$ cat src/rtl/apu_pkg.sv
// Shared APU constants: duty waveforms, length full-scale, frequency timer top.
// Latency: n/a (constants and a pure combinational helper).
// Backpressure: n/a.
package apu_pkg;

  // Length counter full-scale (channels 1/2/4).
  localparam int LEN_MAX = 64;

  // Frequency timer overflow value; the reload from freq happens here.
  localparam logic [10:0] FTIMER_MAX = 11'h7FF;

  // Duty waveforms indexed [duty][step]; step 0 is the LSB of each row.
  localparam logic [3:0][7:0] DUTY_PAT = {
    8'b0111_1110,  // duty 3
    8'b1000_0111,  // duty 2
    8'b1000_0001,  // duty 1
    8'b0000_0001   // duty 0
  };

  function automatic logic duty_bit(input logic [1:0] duty, input logic [2:0] step);
    return DUTY_PAT[duty][step];
  endfunction

endpackage

$ cat src/rtl/apu_envelope.sv
// Volume envelope: period divider plus saturating 4-bit volume, reloaded on trigger.
// Latency: load/tick take effect on the sampling edge; vol valid the next cycle.
// Backpressure: none; strobes are single-cycle and always accepted.
//
// Ports: clk, napu_reset (async, active low), env_tick (64 Hz strobe),
//        load (trigger: reload vol/etimer), env_init/env_dir/env_period
//        (NRx2 fields), vol (current volume).
module apu_envelope (
  input  logic       clk,
  input  logic       napu_reset,
  input  logic       env_tick,
  input  logic       load,
  input  logic [3:0] env_init,
  input  logic       env_dir,
  input  logic [2:0] env_period,
  output logic [3:0] vol
);
  import apu_pkg::*;

  logic [2:0] etimer;

  always_ff @(posedge clk or negedge napu_reset) begin
    if (!napu_reset) begin
      vol    <= 4'd0;
      etimer <= 3'd0;
    end else if (load) begin
      // Trigger wins over a coincident env_tick.
      vol    <= env_init;
      etimer <= env_period;
    end else if (env_tick && (env_period != 3'd0)) begin
      if (etimer > 3'd1) begin
        etimer <= etimer - 3'd1;
      end else begin
        // Divider expired (or was 0 after a trigger with period 0): reload and step.
        etimer <= env_period;
        if (env_dir && (vol != 4'd15)) begin
          vol <= vol + 4'd1;
        end else if (!env_dir && (vol != 4'd0)) begin
          vol <= vol - 4'd1;
        end
      end
    end
  end

endmodule

$ cat src/rtl/ch2_ctrl.sv
// Channel 2 sequencer: frequency timer, duty step, length, envelope, enable state.
// Latency: every strobe acts on the edge it is sampled; outputs valid next cycle.
// Backpressure: none; register strobes and frame ticks are always accepted.
//
// Ports: clk, napu_reset (async, active low); freq_tick/len_tick/env_tick
//        (enables); duty, len_load, nr21_wr (NR21); env_init, env_dir,
//        env_period, nr22_wr (NR22); freq, len_en, trigger (NR23/NR24);
//        ch2_active, ch2_dac_en, ch2_vol, ch2_duty_bit, ch2_out (status/sample).
module ch2_ctrl #(
  parameter int LEN_MAX = 64
) (
  input  logic        clk,
  input  logic        napu_reset,
  input  logic        freq_tick,
  input  logic        len_tick,
  input  logic        env_tick,
  input  logic [1:0]  duty,
  input  logic [5:0]  len_load,
  input  logic        nr21_wr,
  input  logic [3:0]  env_init,
  input  logic        env_dir,
  input  logic [2:0]  env_period,
  input  logic        nr22_wr,
  input  logic [10:0] freq,
  input  logic        len_en,
  input  logic        trigger,
  output logic        ch2_active,
  output logic        ch2_dac_en,
  output logic [3:0]  ch2_vol,
  output logic        ch2_duty_bit,
  output logic [3:0]  ch2_out
);
  import apu_pkg::*;

  logic [10:0] ftimer;
  logic [2:0]  step;
  logic [6:0]  remaining;
  logic        active_nxt;
  logic [6:0]  len_full;
  logic [6:0]  len_wr_val;
  logic        len_dec;

  // nr22_wr needs no local action: the DAC follows the live NR22 fields and
  // the envelope only reloads on trigger.
  logic unused_nr22_wr;
  assign unused_nr22_wr = nr22_wr;

  assign ch2_dac_en = (env_init != 4'd0) || env_dir;
  assign len_full   = 7'(LEN_MAX);
  assign len_wr_val = len_full - 7'(len_load);
  // A decrement only happens when neither trigger nor an NR21 write owns the counter.
  assign len_dec    = len_tick && len_en && (remaining != 7'd0) && !trigger && !nr21_wr;

  // Frequency timer and duty step; runs whether or not the channel is active.
  always_ff @(posedge clk or negedge napu_reset) begin
    if (!napu_reset) begin
      ftimer <= 11'd0;
      step   <= 3'd0;
    end else if (trigger) begin
      ftimer <= freq;
    end else if (freq_tick) begin
      if (ftimer == FTIMER_MAX) begin
        ftimer <= freq;
        step   <= step + 3'd1;
      end else begin
        ftimer <= ftimer + 11'd1;
      end
    end
  end

  // Length counter.
  always_ff @(posedge clk or negedge napu_reset) begin
    if (!napu_reset) begin
      remaining <= 7'd0;
    end else if (nr21_wr) begin
      // Coincident trigger only substitutes full scale if the write produced 0.
      if (trigger && (len_wr_val == 7'd0)) begin
        remaining <= len_full;
      end else begin
        remaining <= len_wr_val;
      end
    end else if (trigger) begin
      if (remaining == 7'd0) begin
        remaining <= len_full;
      end
    end else if (len_dec) begin
      remaining <= remaining - 7'd1;
    end
  end

  // Channel enable: DAC-off beats trigger, trigger beats length expiry.
  always_comb begin
    active_nxt = ch2_active;
    if (!ch2_dac_en) begin
      active_nxt = 1'b0;
    end else if (trigger) begin
      active_nxt = 1'b1;
    end else if (len_dec && (remaining == 7'd1)) begin
      active_nxt = 1'b0;
    end
  end

  always_ff @(posedge clk or negedge napu_reset) begin
    if (!napu_reset) begin
      ch2_active <= 1'b0;
    end else begin
      ch2_active <= active_nxt;
    end
  end

  apu_envelope u_env (
    .clk        (clk),
    .napu_reset (napu_reset),
    .env_tick   (env_tick),
    .load       (trigger),
    .env_init   (env_init),
    .env_dir    (env_dir),
    .env_period (env_period),
    .vol        (ch2_vol)
  );

  assign ch2_duty_bit = duty_bit(duty, step);
  assign ch2_out      = (ch2_active && ch2_duty_bit) ? ch2_vol : 4'd0;

endmodule

$ cat config.mk
export PLATFORM = sky130hd
export DESIGN_NAME = ch2_ctrl
export DESIGN_NICKNAME = d
export VERILOG_FILES = /design/src/rtl/apu_pkg.sv /design/src/rtl/apu_envelope.sv /design/src/rtl/ch2_ctrl.sv
export SDC_FILE = /design/constraint.sdc
export NUM_CORES = 1
export LEC_CHECK = 0
export CAP_MARGIN = 20
export CORE_MARGIN = 4
export CORE_UTILIZATION = 29
export CTS_BUF_LIST = sky130_fd_sc_hd__clkbuf_4 sky130_fd_sc_hd__clkbuf_8
export DETAILED_ROUTE_END_ITERATION = 16
export HOLD_SLACK_MARGIN = 0.06
export PLACE_DENSITY = 0.53
export SLEW_MARGIN = 20
export SYNTH_ARGS = -nofsm -noshare
export SYNTH_HDL_FRONTEND = slang
export SYNTH_SLANG_ARGS = --single-unit
$ cat constraint.sdc
create_clock -name clk -period 2.27 [get_ports clk]
set_input_delay 0.454 -clock clk [delete_from_list [all_inputs] [get_ports clk]]
set_output_delay 0.454 -clock clk [all_outputs]
set_load 0.05 [all_outputs]
==> flow_summary.json <==
{
  "status": "finished, final reports clean",
  "synth_seq_cells": 29,
  "area_growth_pct": 40.5,
  "power.leakage_uw": 0.00129,
  "grt_max_degree": 30,
  "sw_frac_of_total_pct": 40.9,
  "synth-simple-area-share_pct": 24.6,
  "rows": 31,
  "ff2ff_setup_slack_ns": 0.20,
  "synth_flop_cell": "dfrtp_1",
  "hold_violations": 0,
  "coreArea_um2": 7330,
  "grt_pass1_wl_um": 9460,
  "drc": 0,
  "crit_start": "step[0]",
  "finalWirelength_um": 5880,
  "antennaDiodeCount": 0,
  "syn-cell-area_um2": 2210,
  "firstDrtPassIters": 4,
  "worst-setup-path-type": "reg2out",
  "io_buffer_count": 45,
  "finalNetCount": 381,
  "async_flop_share_pct": 100,
  "floorplan.initialDensity_pct": 30.1,
  "comb_power_share_pct": 49.9,
  "rsz0062_at_grt": "true",
  "cts_buffers": 5,
  "drtIter0Drc": 47,
  "clk_pin_slew_ns": 0.07,
  "fill_cells": 720,
  "tns_ns": 0,
  "holdPathStages": 1,
  "wire_per_inst_um": 13.6,
  "cts_tree": "built",
  "synth_top_family_by_area": "simple AND/OR/NAND/NOR gates",
  "p_clk_share_pct": 18.6,
  "synthCells": 266,
  "multiInputGateArea_um2": 1460,
  "worstReg2RegEnd": "u_env.vol[3]",
  "yosys.area.top_type": "dfrtp_1",
  "synth_edf_count": 0,
  "startpoint_type": "flip-flop",
  "cts.sinks": 29,
  "synthDistinctLibCells": 51,
  "min_period_over_period_pct": 96.8,
  "ctsLongestPathBuffers": 2,
  "synth_xor_area_share_pct": 4.76,
  "yosysWarnings": 0,
  "seqCellArea_um2": 733,
  "die_h_um": 95.2,
  "io_pins": 47,
  "cts.hold.buffers_added": 0,
  "power_frac_seq_pct": 31.5,
  "fin_area_um2": 3100,
  "arrival_ns": 1.74,
  "yosysSeqAreaShare_pct": 32.9,
  "vias_per_cell": 4.98,
  "max_freq_mhz": 455,
  "crit_required_ns": 1.82,
  "endpoint_kind": "output port",
  "maxSlewViolCount": 0,
  "cts-root-buf": "clkbuf_8",
  "syn_avg_cell_area_um2": 8.30,
  "die_width_um": 95.2,
  "gp_congestion": 0.763,
  "place_ws_ns": -0.395,
  "ys_top_cells_by_area": "dfrtp_1 (33%), ha_1 (7.4%), nand2_1 (5.6%)",
  "crit-reg2reg-launch": "u_env.vol[2]",
  "vdd_drop_max_v": 0.000279,
  "synthMuxAreaShare_pct": 4.93,
  "reg2regPathDepth": 8,
  "grt_pass1_vias": 1995,
  "worst-slew-pin-transition_ns": 0.507,
  "yosysTopAreaCellShare_pct": 32.9,
  "drv_cap": 0,
  "finalPower_uw": 2320,
  "die_area_um2": 9070,
  "clock_skew_ns": 0.00768,
  "whs_endpoint": "u_env.etimer[1]",
  "path_max_fanout": 5,
  "insertion_delay_ns": 0.28,
  "min_period_ns": 2.20,
  "grt.total_usage_pct": 13.3,
  "grt-ovfl-total": 0,
  "p_int_uw": 1370,
  "synth_compound_area_share_pct": 20.2,
  "htree_levels": 2,
  "synth_fa_ha_area_share_pct": 8.28,
  "p_switching_uw": 948,
  "syn-num-nets": 316,
  "worstHoldStart": "u_env.etimer[1]",
  "min_path_type": "reg2reg",
  "p_per_area_nw_per_um2": 747,
  "slew_headroom_pct": 66.1,
  "ant_nets": 0,
  "place_area_um2": 2920,
  "setup_slack_ns": 0.0732,
  "num_vias": 2148,
  "setup_viol": 0,
  "hpwl_um": 4390,
  "drive_gt1_share_pct": 19.3,
  "antenna_found_initial": 0
}
flip-flops by register name, indices dropped and copies added, names as in the netlist:
signal / cells
u_env.vol: 4
remaining: 7
step: 3
u_env.etimer: 3
ftimer: 11
ch2_active: 1
timing repair:
action | in CTS | in global routing
setup buffers | 0 | 1
endpoints found under the setup margin | 5 | 5
pin swaps | 0 | 5
gates resized for setup | 12 | 15
endpoints found under the hold margin | 0 | 0
stage by stage:
step	cells	utilization, %	hold WS, ns
after floorplan	266	-	0.158
after global placement	422	39.9	0.494
after detailed placement	422	39.9	0.503
after CTS	430	41.6	0.522
after global routing	431	42.3	0.541
final	431	42.3	0.516
Yosys cell counts, types with 4 or more instances:
| cell | count |
|---|---|
| nand4_1 | 5 |
| inv_1 | 17 |
| o221ai_1 | 5 |
| nand2_1 | 33 |
| o21ai_0 | 13 |
| clkbuf_1 | 4 |
| mux2_1 | 5 |
| nor3_1 | 13 |
| ha_1 | 13 |
| o21ai_1 | 6 |
| nor2_1 | 29 |
| a21oi_1 | 17 |
| xor2_1 | 7 |
| and3_1 | 5 |
| xnor2_1 | 5 |
| nand3_1 | 10 |
| dfrtp_1 | 29 |
worst max path at each step:
stage                       to  cells past startpoint
floorplan           ch2_out[0]                      5
global placement    ch2_out[3]                      7
detailed placement  ch2_out[3]                      7
CTS                 ch2_out[3]                      7
global route        ch2_out[0]                      5
finish              ch2_out[0]                      5
power by group through the flow:
stage	logic (µW)	clock network [µW]	registers, µW
after detailed placement	1080	0	736
after floorplan	545	0	864
final	1160	431	729
after global routing	1260	469	747
after global placement	1070	0	733
after CTS	1110	449	727
metal layers:
layer	GRT usage (%)	up-vias	routed length, µm
met2	22.1	54	2790
met1	17.0	1007	2710
li1	-	1082	-
met5	0	-	0
met3	2.53	5	313
met4	4.81	0	57
critical path, stage by stage (launching register included):
cell       delay [ns]
dfrtp_2          0.46
xor2_2           0.20
a2111oi_4        0.36
a21oi_2          0.10
and3_4           0.20
buf_8            0.14
cell usage in the layout (no fill, tap or decap), types with 3 or more instances in the layout:
cell and count:
or3_1 3, inv_1 17, a211oi_1 3, ha_1 11, mux2i_1 3, o21ai_0 12
nand4_1 5, clkbuf_8 5, buf_4 20, o221ai_1 5, clkdlybuf4s50_1 37, xnor2_1 5
nand2_1 33, dfrtp_1 23, mux2_1 5, o22ai_1 3, a21oi_1 16, nand3_1 10
and3_4 4, buf_8 4, nor2_1 29, nor3_1 12, xor2_1 6, dfrtp_2 6
o21ai_1 6, a31oi_1 3
cell type report:
| cell class | count | share of cell area (%) |
|---|---|---|
| multi-input cells | 212 | 46.9 |
| flip-flops and latches | 29 | 23.6 |
| clock inverters | 2 | 0.323 |
| inverters | 18 | 2.18 |
| well taps | 99 | 3.99 |
| clock buffers | 6 | 2.46 |
| repair buffers | 65 | 20.5 |
cell families after synthesis:
family,after synthesis
XOR/XNOR,12
buffers and inverters,25
AND/OR/NAND/NOR,109
flip-flops,29
multiplexers,10
AO/OA/AOI/OAI,67
adder cells (fa/ha/maj),14
Note: power is estimated with default switching activity, not from simulation.
